### config.mk
export PLATFORM = sky130hd
export DESIGN_NAME = rr_mux_select_arbiter
export DESIGN_NICKNAME = d
export VERILOG_FILES = /design/src/rtl/rr_mux_select_arbiter.sv
export SDC_FILE = /design/constraint.sdc
export NUM_CORES = 1
export LEC_CHECK = 0
export ABC_CLOCK_PERIOD_IN_PS = 3070
export BUFFER_PORTS_ARGS = -buffer_cell sky130_fd_sc_hd__buf_2
export CAP_MARGIN = 25
export CORE_MARGIN = 5
export CORE_UTILIZATION = 40
export CTS_BUF_LIST = sky130_fd_sc_hd__clkbuf_4 sky130_fd_sc_hd__clkbuf_8
export DETAILED_ROUTE_END_ITERATION = 7
export PLACE_DENSITY = 0.66
export SLEW_MARGIN = 10
export SYNTH_ARGS = -nofsm -noshare
export SYNTH_HDL_FRONTEND = slang
export SYNTH_SLANG_ARGS = --single-unit
### constraint.sdc
create_clock -name clk -period 3.07 [get_ports clk]
set_input_delay 0.1535 -clock clk [delete_from_list [all_inputs] [get_ports clk]]
set_output_delay 0.1535 -clock clk [all_outputs]
set_load 0.05 [all_outputs]
### src/rtl/rr_mux_select_arbiter.sv
// rr_mux_select_arbiter: round-robin burst-limited arbiter driving the 4:1 mux select
module rr_mux_select_arbiter #(
    parameter int BURST_LEN = 4,
    parameter int CNT_W     = 3
) (
    input  logic       clk,
    input  logic       rst_n,
    input  logic       en,
    input  logic [3:0] req,
    output logic [1:0] sel,
    output logic [3:0] gnt,
    output logic       gnt_valid,
    output logic       burst_done
);
    typedef enum logic {IDLE, GRANT} state_t;
    state_t           state;
    logic [1:0]       ptr;
    logic [CNT_W-1:0] count;
    logic             limit, drop, release_due, found;
    logic [1:0]       start, win;
    logic [3:0]       cand;
    always_comb begin
        limit       = count == CNT_W'(BURST_LEN);
        drop        = !req[sel];
        release_due = (state == GRANT) && (drop || limit || !en);
        start       = (state == GRANT) ? sel + 2'd1 : ptr;
        // a source at its limit stays eligible, but the rotated search reaches it last
        cand        = (state == GRANT && drop) ? req & ~(4'b0001 << sel) : req;
        found       = |cand;
        win         = start;
        for (int i = 3; i >= 0; i--)
            if (cand[start + 2'(i)]) win = start + 2'(i);
    end
    always_ff @(posedge clk or negedge rst_n) begin
        if (!rst_n) begin
            state      <= IDLE;
            sel        <= '0;
            gnt        <= '0;
            gnt_valid  <= 1'b0;
            burst_done <= 1'b0;
            ptr        <= '0;
            count      <= '0;
        end else if (state == IDLE) begin
            burst_done <= 1'b0;
            if (en && found) begin
                sel       <= win;
                gnt       <= 4'b0001 << win;
                gnt_valid <= 1'b1;
                count     <= CNT_W'(1);
                state     <= GRANT;
            end
        end else if (release_due) begin
            ptr        <= sel + 2'd1;
            burst_done <= limit;
            if (en && found) begin
                sel   <= win;
                gnt   <= 4'b0001 << win;
                count <= CNT_W'(1);
            end else begin
                gnt_valid <= 1'b0;
                gnt       <= '0;
                state     <= IDLE;
            end
        end else begin
            count      <= count + CNT_W'(1);
            burst_done <= 1'b0;
        end
    end
endmodule

---- After elaboration in Yosys (flattened, before gate mapping) ----
Cells that the tools add are included.
cells by class
  add/sub/neg operators ................... 5
  muxes and demuxes ....................... 35
  reductions and logical operators ........ 12
  order comparisons ....................... 5
  shift operators ......................... 2
  equality and inequality tests ........... 3
  bitwise operators ....................... 2
operators by type and width
  cell                 number
  $mux 4               5
  $mux 2               8
  $lt 2x3->1 const B   5
  $mux 1               14
  $bmux 1 s2           5
  $mux 3               3
  $shl 1x2->4 const A  2
  $add 2x1->2 const B  2
  $add 2x2->2 const B  2
  $and 4x4->4          1
  $not 4->4            1
  $reduce_and 2->1     2
  $reduce_or 4->1      1
  $add 3x1->3 const B  1
  $eq 3x3->1 const B   1
  $logic_and 1x1->1    3
  $reduce_and 3->1     1
  $logic_not 1->1      2
  $logic_or 1x1->1     2
  $ne 2x1->1 const B   1
  $ne 2x2->1 const B   1
  $reduce_bool 2->1    1
word-level totals
  output and inout bits ................... 8
  flip-flop bits (word level) ............. 14
  logic and storage cells ................. 71

---- Longest topological paths before layout ----
Gate-level depths: netlist (run 1).
  word-level depth ........................ 15
  gate-level depth with buffers ........... 9
  depth with buffers taken out ............ 8

---- Worst setup path before layout (run 1) ----
Ideal clock, no wire load.
  path type ............................... register -> register
  from .................................... register sel[0]
  to ...................................... register gnt[0]
  period minus slack after synthesis ...... 2.529 ns
  arrival ................................. 2.407 ns
  setup time .............................. 0.122 ns
  cell stages (with the launch flop) ...... 9
  required time ........................... 2.948 ns
  path slack .............................. 0.541 ns
  cells stage by stage .................... dfrtp_1 > inv_1 > ha_1 > mux2i_1 > inv_1 > o211ai_1 > a22oi_1 > a211o_1 > a32o_1
between the ends
  longest elaborated chain between the ends .. 15
  elaborated cells between the ends (all ways) .. 38
ends and longest elaborated chain
  item                                                  RTL line  RTL
  start: declaration                                    10        output logic [1:0] sel,
  start signal: assignment                              46        sel <= win;
  start signal: assignment                              56        sel <= win;
  branches (longest 15 deep; another with $add 2x1->2)  -
  end signal: assignment                                47        gnt <= 4'b0001 << win;
  end signal: assignment                                57        gnt <= 4'b0001 << win;
  end: declaration                                      11        output logic [3:0] gnt,
Several ways; the timed one is not identified. The select of a mux whose other input is x is not followed.
A chain may end at the register's enable or synchronous reset.

---- Worst setup path after layout (run 1) ----
  from .................................... register sel[1]
  to ...................................... register gnt[2]
Same word-level chain as after synthesis.

==> key figures, run 1 <==
Setup path
  • Origin of the critical flop-to-flop path: sel[1]
  • Worst Setup End Kind: flop
  • Levels on crit path: 8
  • Crit path cell chain: inv_1, ha_1, mux2i_1, inv_1, o211ai_1, a22oi_1, a211o_1, a32o_1
  • Critical path arrival: approximately 2800 ps
  • Critical Path End: gnt[2]
  • Worst endpoint required time: 3230 ps
  • Most used cell, CP: inv_1
  • Worst setup path startpoint: sel[1]
  • Slowest cell delay on critical path: about 570 ps
  • FF-to-FF setup slack: ~470 ps
  • CP Class: reg2reg
  • RR Endpoint: gnt[2]
  • Worst-path maximum fanout: 9
  • Crit path max-delay family: compound AO/OA/AOI/OAI gates
  • Reg2reg path depth: 8
  • Worst path bufs/invs: 2
  • CP max-delay cell: dfrtp_1
  • CP Launch Type: flop

Status
  • Status: finished, final reports clean

Timing
  • Crit path time final: approximately 2600 ps
  • TNS Setup: 0 ps
  • Clk_skew: approximately 8.9 ps
  • F_max: around 380 MHz
  • Final period util: ~85%
  • RSZ-0062 raised after global routing: false
  • Fin. max-slew vios: 0
  • Max-slew headroom: between 50% and 60%
  • Count of final setup violators: 0
  • Hold Violations, Final: 0
  • Worst-Margin Slew: around 640 ps

Yosys
  • Count leader, synth: dfrtp_1
  • Share of Yosys cell area claimed by the top area cell type: about a third
  • Area of the mapped netlist: roughly 1000 um^2
  • Ys flop type: dfrtp_1
  • Register area share after synthesis: between 30% and 40%
  • Mean Syn Cell Area: around 9.6 um^2
  • Synth warnings: 0
  • Leading area contributor after synthesis: dfrtp_1
  • Cell variety after synth: 40
  • Synth async-reset ratio: 100%
  • Register bit total from synthesis: 14
  • Synth top area cells: dfrtp_1 (35%), ha_1 (7.5%), inv_1 (4.5%)
  • Synth Net Count: 117
  • EDFF count, synth: 0
  • Cells after Synth: 104
  • Commonest cells post-synth: dfrtp_1 (14), inv_1 (12), nand2_1 (8)

Drt
  • WL per Instance: about 16 um
  • Via count: 883
  • 1st-iter DRT viols: 28
  • First-pass DRT Iterations: 4
  • Number of vias per cell: a little under 6
  • Final WL: 2420 um
  • Drt drc: 0
  • Remaining antenna violation count: 0

Clocking
  • Worst-Skew Late Latency: between 200 and 300 ps
  • Htree depth: 1
  • Clock Tree Root: clkbuf_4
  • TritonCTS clock tree: built
  • CTS Buf Count: 3
  • CTS clk-pin slew, worst paths: ~80 ps
  • Clock sink count: 14
  • Max clock buf depth: 2

Job
  • Max-Cap Viols: 0

Placement
  • Number of port buffers: 14
  • Placed cells: between 100 and 150
  • Post-DP HPWL: between 1500 and 2000 um
  • GP Congestion: about 0.92

Die
  • Die height: approximately 60 um
  • Die X: ~60 um
  • Die area: between 0.003 and 0.004 mm^2
  • Core Region: around 0.0024 mm^2
  • Initial core utilization: about two fifths
  • Top Ports: 15
  • # rows: 18

Power and ir drop
  • Worst vdd ir: just under 0.7 mV
  • Leak Pwr: between 0.0005 and 0.0006 uW
  • PD cells: 1000 mW/mm^2

Layout
  • Filler Cell Count: 239
  • Fraction of layout instances using a drive strength above 1: 21.8%
  • Fin cells: 149
  • Nets: about 130
  • N_diodes: 0
  • Area delta synth->final: 10.7%

Min path
  • Hold Crit Class: in2reg

Global route
  • GRT Util Overall: 15.4%
  • Pin count of the biggest net entering global routing: 15
  • Number of global-route vias before repair: around 950
  • Antenna violations before repair: 0
  • Overflow after GRT: 0
  • First-pass GRT wire length: between 4000 and 5000 um
==> cell usage in the layout, fill, tap and decap left out, drive strengths merged, types with 2 or more instances in the layout <==
cell type,synthesis,layout
a211oi,5,5
a32o,4,4
a21oi,3,3
nor3,2,2
buf,3,14
nor2,5,5
nand3,3,3
nand2,8,8
a22oi,2,2
clkbuf,0,3
inv,12,12
dfrtp,14,14
a41o,2,2
o22ai,2,2
and2,2,2
mux2i,5,5
ha,6,6
o21ai,8,8
==> worst min-delay path by stage <==
| stage | start | to | slack [ps] | cells after the start |
|---|---|---|---|---|
| floorplan | rst_n | burst_done | -140 | 0 |
| global placement | rst_n | gnt_valid | 60 | 1 |
| detailed placement | rst_n | gnt_valid | 70 | 1 |
| CTS | en | state | 260 | 3 |
| global route | en | count[0] | 310 | 4 |
| finish | en | state | 280 | 3 |
==> kinds of logic after synthesis <==
family	synth area share (%)
compound gates	26.6
simple gates	13.9
buf+inv	7.91
flops	35.2
mux	8.79
fa+ha+maj	7.54
==> worst min-delay path, delay by kind of cell <==
family	cells	cell delay (ps)
compound gates	1	140
buf+inv	2	220
==> sequential cells by signal, summed over array words and instances (netlist names) <==
register    count
count           3
gnt             4
sel             2
ptr             2
state           1
burst_done      1
gnt_valid       1
==> where the power goes <==
group / switching [uW] / internal, uW
clock: 55.0 / 45.4
combinational: 437 / 233
sequential: 79.9 / 257
==> layer usage <==
metal,wire [um],track usage [%]
met2,1130,24.7
met5,0,0
met3,157,4.54
met1,1130,20.7
met4,0,2.85
==> timing repair <==
item                      in CTS  in global routing
buffers inserted               0                  0
hold buffers                   1                  0
gates resized for setup        0                  0
hold endpoints to repair      14                  0
==> per-stage QoR <==
stage	util, %	hold slack [ps]	setup WS, ps	instance area, um^2	total power, uW
after global routing	45.3	310	344	1100	1190
after CTS	45.3	264	509	1100	1110
after floorplan	-	-142	541	996	863
after global placement	44.0	61.4	676	1070	979
after detailed placement	44.0	68.5	541	1070	1000
final	45.3	282	465	1100	1110
==> final cells by class <==
class,count,area [um^2],area share [%]
Sequential cell,14,350,31.8
Timing Repair Buffer,15,80.1,7.26
Clock buffer,3,22.5,2.04
Tap cell,30,37.5,3.41
Inverter,12,45.0,4.09
Multi-Input combinational cell,75,567,51.4
Power figures use the tool's default switching activity.
==> inputs of run 2 (changes only) <==
Settings changed: ABC_CLOCK_PERIOD_IN_PS 3070 to 2400.
Clock period 3.07 ns to 2.4 ns, I/O delays scaled along.
==> run 2 against run 1 <==
Effect of this change:
- first-iteration DRC count shrank 25%
- critical path depth is the same
- final cell count grew 2.7%
- hold slack lost 58 ps
- die area is the same
- via count shrank 1.8%
- maximum frequency grew 15%
- flip-flop and latch count is the same
- sequential power grew 18%
- clock power grew 46%
- wire length shrank 8.4%
- largest cell class unchanged
- largest power group unchanged
==> key figures, run 2 (synthesis results as in run 1) <==
Clocking
  • Clock Tree Root: clkbuf_4 (unchanged)
  • CTS Buf Count: 3 (unchanged)
  • TritonCTS clock tree: built (unchanged)
  • Htree depth: 1 (unchanged)
  • CTS clk-pin slew, worst paths: 80 ps (about the same)
  • Max clock buf depth: 2 (unchanged)
  • Worst-Skew Late Latency: 270 ps (about the same)
  • Clock sink count: 14 (unchanged)

Die
  • Initial core utilization: 40.9% (unchanged)
  • Top Ports: 15 (unchanged)
  • # rows: 18 (unchanged)
  • Die X: 59.9 um (unchanged)
  • Die area: 0.00359 mm^2 (unchanged)
  • Core Region: 0.00243 mm^2 (unchanged)
  • Die height: 59.9 um (unchanged)

Drt
  • Via count: 867 (was 883)
  • Final WL: 2220 um (was 2420 um)
  • Remaining antenna violation count: 0 (unchanged)
  • 1st-iter DRT viols: 21 (was 28)
  • Drt drc: 0 (unchanged)
  • Number of vias per cell: 5.67 (was 5.93)
  • First-pass DRT Iterations: 4 (unchanged)
  • WL per Instance: 14.5 um (was 16.2 um)

Layout
  • Most flop-heavy register: gnt (unchanged)
  • Most frequent cells in the layout: buf_2 (14), inv_1 (12), dfrtp_1 (12) (was dfrtp_1 (14), buf_2 (14), inv_1 (12))
  • Commonest non-fill, non-tap cell in the layout: buf_2
  • Nets: 137 (was 134)
  • Area delta synth->final: 14.8% (was 10.7%)
  • Number of flip-flops in the largest register: 4 (unchanged)
  • Fin cells: 153 (was 149)
  • Design area: 0.00114 mm^2 (was 0.00110 mm^2)
  • N_diodes: 0 (unchanged)
  • Fraction of layout instances using a drive strength above 1: 27.6% (was 21.8%)
  • Top flop regs: gnt x4, count x3 (unchanged)

Min path
  • Worst hold endpoint: count[0] (was state)
  • Hold Crit Class: in2reg (unchanged)
  • Hold Path Depth: 4 (was 3)
  • Hold_sp: en (unchanged)

Setup path
  • Critical path arrival: 2430 ps (was 2760 ps)
  • Worst Setup End Kind: flop (unchanged)
  • Worst-path maximum fanout: 4 (was 9)
  • Reg2reg path depth: 8 (unchanged)
  • RR Endpoint: gnt[0] (was gnt[2])
  • Origin of the critical flop-to-flop path: sel[0] (was sel[1])
  • CP Class: reg2reg (unchanged)
  • FF-to-FF setup slack: 130 ps (was 470 ps)
  • Worst endpoint required time: 2560 ps (was 3230 ps)
  • CP Launch Type: flop (unchanged)

Global route
  • First-pass GRT wire length: 3750 um (was 4150 um)
  • Antenna violations before repair: 0 (unchanged)
  • Overflow after GRT: 0 (unchanged)
  • GRT Util Overall: 13.9% (was 15.4%)
  • Pin count of the biggest net entering global routing: 15 (unchanged)
  • Number of global-route vias before repair: 856 (was 948)

Timing
  • Clk_skew: 4.05 ps (was 8.88 ps)
  • F_max: 440 MHz (was 384 MHz)
  • Max-slew headroom: 67.7% (was 57.3%)
  • Worst-Margin Slew: 481 ps (was 635 ps)
  • Crit path time final: 2270 ps (was 2600 ps)
  • TNS Setup: 0 ps (unchanged)
  • Final period util: 94.6% (was 84.9%)
  • Fin. max-slew vios: 0 (unchanged)
  • Count of final setup violators: 0 (unchanged)
  • Hold Violations, Final: 0 (unchanged)
  • WHS: 224 ps (was 282 ps)

Power and ir drop
  • Total power: 1460 uW (was 1110 uW)
  • PD cells: 1280 mW/mm^2 (was 1000 mW/mm^2)
  • Worst vdd ir: 0.921 mV (was 0.681 mV)
  • Leak Pwr: 0.000539 uW (was 0.000524 uW)

Status
  • Status: finished, final reports clean (unchanged)

Placement
  • Placed cells: 147 (was 145)
  • Post-DP HPWL: 1790 um (was 1910 um)
  • GP Congestion: 0.894 (was 0.924)
  • Number of port buffers: 14 (unchanged)
  • Placed Instance Area: 0.00109 mm^2 (was 0.00107 mm^2)

Job
  • Max-Cap Viols: 0 (unchanged)
run 2: cell count changes in the layout (fill, tap and decap cells not counted):
cell and change:
a22oi_1 -1, a22oi_2 +1, buf_4 +3, clkbuf_4 +1, dfrtp_1 -2, dfrtp_2 +2
mux2i_1 -1, mux2i_2 +1
run 2: routing by layer:
layer  track usage, %  wire length, um
met1             17.5             1010
met2             23.0             1050
met3             4.10              135
met4             3.80               21
met5                0                0
run 2: worst max path at each step:
| stage | startpoint | endpoint | cells past startpoint |
|---|---|---|---|
| 2_1_floorplan | sel[1] | gnt[0] | 9 |
| 3_3_place_gp | sel[0] | gnt[0] | 8 |
| 3_5_place_dp | sel[0] | gnt[2] | 8 |
| 4_1_cts | sel[0] | gnt[0] | 8 |
| 5_1_grt | sel[0] | gnt[0] | 8 |
| 6_report | sel[0] | gnt[0] | 8 |
run 2: area by class of cell:
cell class / instances / area, um^2
Fill cell: 247 / 1290
Multi-Input combinational cell: 75 / 576
Sequential cell: 14 / 353
Timing Repair Buffer: 18 / 103
Inverter: 12 / 45.0
Tap cell: 30 / 37.5
Clock buffer: 4 / 30.0
run 2: power by group:
| group | switching, uW | leakage, uW | internal, uW |
|---|---|---|---|
| registers | 63.8 | 0.000173 | 332 |
| logic | 592 | 0.000348 | 331 |
| clock network | 69.8 | 0.0000184 | 75.7 |
| total | 725 | 0.000539 | 738 |
run 2: through the flow:
stage	worst slack, ps	util [%]
floorplan	32.5	-
global placement	171	44.7
detailed placement	73.5	44.7
CTS	44.3	46.3
global route	-6.42	47.0
finish	129	47.0
run 2: worst max-delay path, cell delays in order (launching register included):
cell      delay, ps
dfrtp_2         410
inv_1           120
ha_1            280
mux2i_2         220
inv_1           100
o211ai_1        310
a22oi_2         140
a211o_1         310
a32o_1          270
run 2: what timing repair did:
| item | in CTS | in global routing |
|---|---|---|
| hold buffers | 1 | 0 |
| setup endpoints to repair | 0 | 4 |
| resized for setup | 0 | 2 |
| hold endpoints to repair | 14 | 0 |
| setup buffers | 0 | 1 |
==> inputs of run 3 (changes only) <==
Settings changed: ABC_AREA set to 1.
==> run 3 against run 2 <==
Effect of this change:
- combinational power up 19%
- power up 13%
- highest routed layer is now met3
- critical path type unchanged
- utilization up 1.2 points
- register-to-register slack better by 120 ps
- hold slack worse by 73 ps
- critical path depth up 7
- via count up 7.3%
==> key figures, run 3 <==
Drt
  • Remaining antenna violation count: 0 (unchanged)
  • WL met1: 1000 um (was 1010 um)
  • Highest metal used: met3 (was met4)
  • WL per Instance: 10.8 um (was 14.5 um)
  • Final WL: 2010 um (was 2220 um)
  • First-pass DRT Iterations: 4 (unchanged)
  • Via count: 930 (was 867)
  • Met2 routed WL: 909 um (was 1050 um)
  • Drt drc: 0 (unchanged)
  • Number of vias per cell: 4.97 (was 5.67)
  • Metal3 WL: 101 um (was 135 um)
  • 1st-iter DRT viols: 32 (was 21)

Die
  • Initial core utilization: 42.4% (was 40.9%)
  • Top Ports: 15 (unchanged)
  • Die height: 61.5 um (was 59.9 um)
  • Core Region: 0.00250 mm^2 (was 0.00243 mm^2)
  • # rows: 18 (unchanged)
  • Die area: 0.00378 mm^2 (was 0.00359 mm^2)
  • Die X: 61.5 um (was 59.9 um)

Timing
  • Final period util: 89.8% (was 94.6%)
  • Hold Violations, Final: 0 (unchanged)
  • Fin. max-slew vios: 0 (unchanged)
  • RSZ-0062 raised after global routing: false
  • Final worst slack: 245 ps (was 129 ps)
  • Worst-Margin Slew: 502 ps (was 481 ps)
  • Max-slew headroom: 66.4% (was 67.7%)
  • Count of final setup violators: 0 (unchanged)
  • TNS Setup: 0 ps (unchanged)
  • F_max: 464 MHz (was 440 MHz)
  • Clk_skew: 7.59 ps (was 4.05 ps)
  • Crit path time final: 2160 ps (was 2270 ps)

Min path
  • Hold Crit Class: in2reg (unchanged)
  • Hold_sp: en (unchanged)
  • Worst hold endpoint: state (was count[0])
  • Hold Path Depth: 2 (was 4)

Power and ir drop
  • Worst vdd ir: 0.896 mV (was 0.921 mV)
  • Leak Pwr: 0.000670 uW (was 0.000539 uW)
  • PD cells: 1370 mW/mm^2 (was 1280 mW/mm^2)

Yosys
  • Leading area contributor after synthesis: dfrtp_1 (unchanged)
  • Register bit total from synthesis: 14 (unchanged)
  • Share of Yosys cell area claimed by the top area cell type: 33.0% (was 35.2%)
  • Compound-Gate Fraction of Synth Area: 10.1% (was 26.6%)
  • Cell variety after synth: 23 (was 40)
  • EDFF count, synth: 0 (unchanged)
  • Ys flop type: dfrtp_1 (unchanged)
  • Synth async-reset ratio: 100% (unchanged)
  • Count leader, synth: nand2_1 (was dfrtp_1)
  • Cells after Synth: 139 (was 104)
  • Post-synthesis mux area share: 0% (was 8.79%)
  • Largest family of logic cells by synthesized area: simple AND/OR/NAND/NOR gates (was compound AO/OA/AOI/OAI gates)
  • Synth Net Count: 152 (was 117)
  • Adder-cell share of the synthesized area: 7.08% (was 7.54%)
  • Xor-xnor portion of the synthesized cell area: 1.53% (was 0%)
  • Mean Syn Cell Area: 7.63 um^2 (was 9.58 um^2)
  • Simple-gate share of the synthesized area: 39.6% (was 13.9%)
  • Area of the mapped netlist: 0.00106 mm^2 (was 996 um^2)
  • Synth top area cells: dfrtp_1 (33%), nand2_1 (18%), nand3_2 (7.5%) (was dfrtp_1 (35%), ha_1 (7.5%), inv_1 (4.5%))
  • Register area share after synthesis: 33.0% (was 35.2%)
  • Commonest cells post-synth: nand2_1 (51), dfrtp_1 (14), inv_1 (14) (was dfrtp_1 (14), inv_1 (12), nand2_1 (8))
  • Synth warnings: 0 (unchanged)

Setup path
  • Crit path cell chain: inv_1, ha_1, inv_1, nand2_1, o21a_2, xor2_2, inv_2, nand3_2, nand2_2, o21ai_2, nand2_1, nand2_2, nand2_2, nand3_1, nand2_1 (was inv_1, ha_1, mux2i_2, inv_1, o211ai_1, a22oi_2, a211o_1, a32o_1)
  • Reg2reg path depth: 15 (was 8)
  • CP max-delay cell: dfrtp_2 (unchanged)
  • Worst Setup End Kind: flop (unchanged)
  • Slowest cell delay on critical path: 450 ps (was 410 ps)
  • CP Launch Type: flop (unchanged)
  • Critical path arrival: 2310 ps (was 2430 ps)
  • CP Class: reg2reg (unchanged)
  • Worst setup path startpoint: sel[1] (was sel[0])
  • Worst-path maximum fanout: 5 (was 4)
  • Worst endpoint required time: 2560 ps (about the same)
  • RR Endpoint: gnt[3] (was gnt[0])
  • Origin of the critical flop-to-flop path: sel[1] (was sel[0])
  • FF-to-FF setup slack: 240 ps (was 130 ps)

Layout
  • Commonest non-fill, non-tap cell in the layout: nand2_1 (was buf_2)
  • Most frequent cells in the layout: nand2_1 (51), inv_1 (14), buf_2 (14) (was buf_2 (14), inv_1 (12), dfrtp_1 (12))
  • Multi-input logic area: 619 um^2 (was 576 um^2)
  • Filler Cell Count: 255 (was 247)
  • Fraction of layout instances using a drive strength above 1: 30.6% (was 27.6%)
  • Most flop-heavy register: gnt (unchanged)
  • Number of flip-flops in the largest register: 4 (unchanged)
  • Register area: 353 um^2 (unchanged)
  • N_diodes: 0 (unchanged)
  • Area delta synth->final: 13.7% (was 14.8%)
  • Nets: 171 (was 137)
  • Top flop regs: gnt x4, count x3 (unchanged)

Clocking
  • Max clock buf depth: 2 (unchanged)
  • TritonCTS clock tree: built (unchanged)
  • CTS Buf Count: 3 (unchanged)
  • Worst-Skew Late Latency: 270 ps (about the same)
  • Htree depth: 1 (unchanged)
  • CTS clk-pin slew, worst paths: 80 ps (about the same)
  • Clock sink count: 14 (unchanged)
  • Clock Tree Root: clkbuf_4 (unchanged)

Global route
  • Number of global-route vias before repair: 900 (was 856)
  • Pin count of the biggest net entering global routing: 15 (unchanged)
  • First-pass GRT wire length: 3750 um (about the same)
  • Antenna violations before repair: 0 (unchanged)
  • GRT Util Overall: 12.5% (was 13.9%)
  • Overflow after GRT: 0 (unchanged)

Placement
  • Number of port buffers: 14 (unchanged)
  • Post-DP HPWL: 1680 um (was 1790 um)
  • GP Congestion: 0.769 (was 0.894)
  • Pre-CTS WS: 179 ps (was 73.5 ps)

Status
  • Status: finished, final reports clean (unchanged)

Job
  • Max-Cap Viols: 0 (unchanged)
run 3: cell count changes after synthesis, moves of 4 or more:
cell,change
a32o_1,-4
nand2_1,+43
a211oi_1,-5
inv_2,+4
nand3_2,+8
mux2i_1,-4
nand3_1,+9
nand2_2,+5
run 3: worst max-delay path by stage:
stage | endpoint | slack [ps] | depth (start not counted)
5_1_grt | gnt[1] | 50 | 15
3_5_place_dp | gnt[1] | 180 | 15
2_1_floorplan | sel[0] | 10 | 15
6_report | gnt[3] | 240 | 15
4_1_cts | gnt[1] | 160 | 15
3_3_place_gp | gnt[3] | 230 | 15
run 3: layout make-up:
type | count | area share (%)
multi-input combinational | 104 | 51.3
tap | 30 | 3.11
timing repair buffer | 15 | 6.64
clock buffer | 4 | 3.01
inverter | 20 | 6.64
sequential | 14 | 29.3
run 3: metrics by stage:
stage               util, %  area [um^2]  power [uW]  hold slack [ps]  cells
global route           48.2         1210        1830              135    187
floorplan                 -         1060        1310             -176    139
finish                 48.2         1210        1660              151    187
detailed placement     46.3         1160        1500             32.7    182
CTS                    48.1         1200        1680              141    187
global placement       46.3         1160        1490             26.4    182
run 3: what timing repair did:
item	4_1_cts	5_1_grt
gates resized for setup	0	2
hold endpoints to repair	14	0
endpoints found under the setup margin	0	3
buffers inserted	0	0
hold buffers	1	0
run 3: per-layer routing:
layer / vias up / track usage, %
li1: 477 / -
met1: 439 / 18.0
met2: 14 / 20.3
met3: 0 / 1.89
met4: 0 / 1.82
met5: - / 0
run 3: cells by family (layout without fill, tap and decap cells):
logic type,after synthesis,count (layout)
fa+ha+maj,6,6
buf+inv,21,39
compound gates,14,14
simple gates,83,83
xor+xnor,1,1
flops,14,14
run 3: report_power, final:
part	total [uW]	switching, uW	leakage, uW	internal [uW]
sequential	393	71.2	0.000175	322
clock	162	70.3	0.0000210	92.1
combinational	1100	749	0.000474	353
total	1660	891	0.000670	767
run 3: critical path, delay by kind of cell, from the launching register on:
family | cells | cell delay, ps
AOI/OAI and AO/OA | 2 | 320
xor gates and xnor gates | 1 | 210
adders and majority gates | 1 | 250
buffers and inverters | 3 | 280
DFF | 1 | 450
and+or+nand+nor | 8 | 550
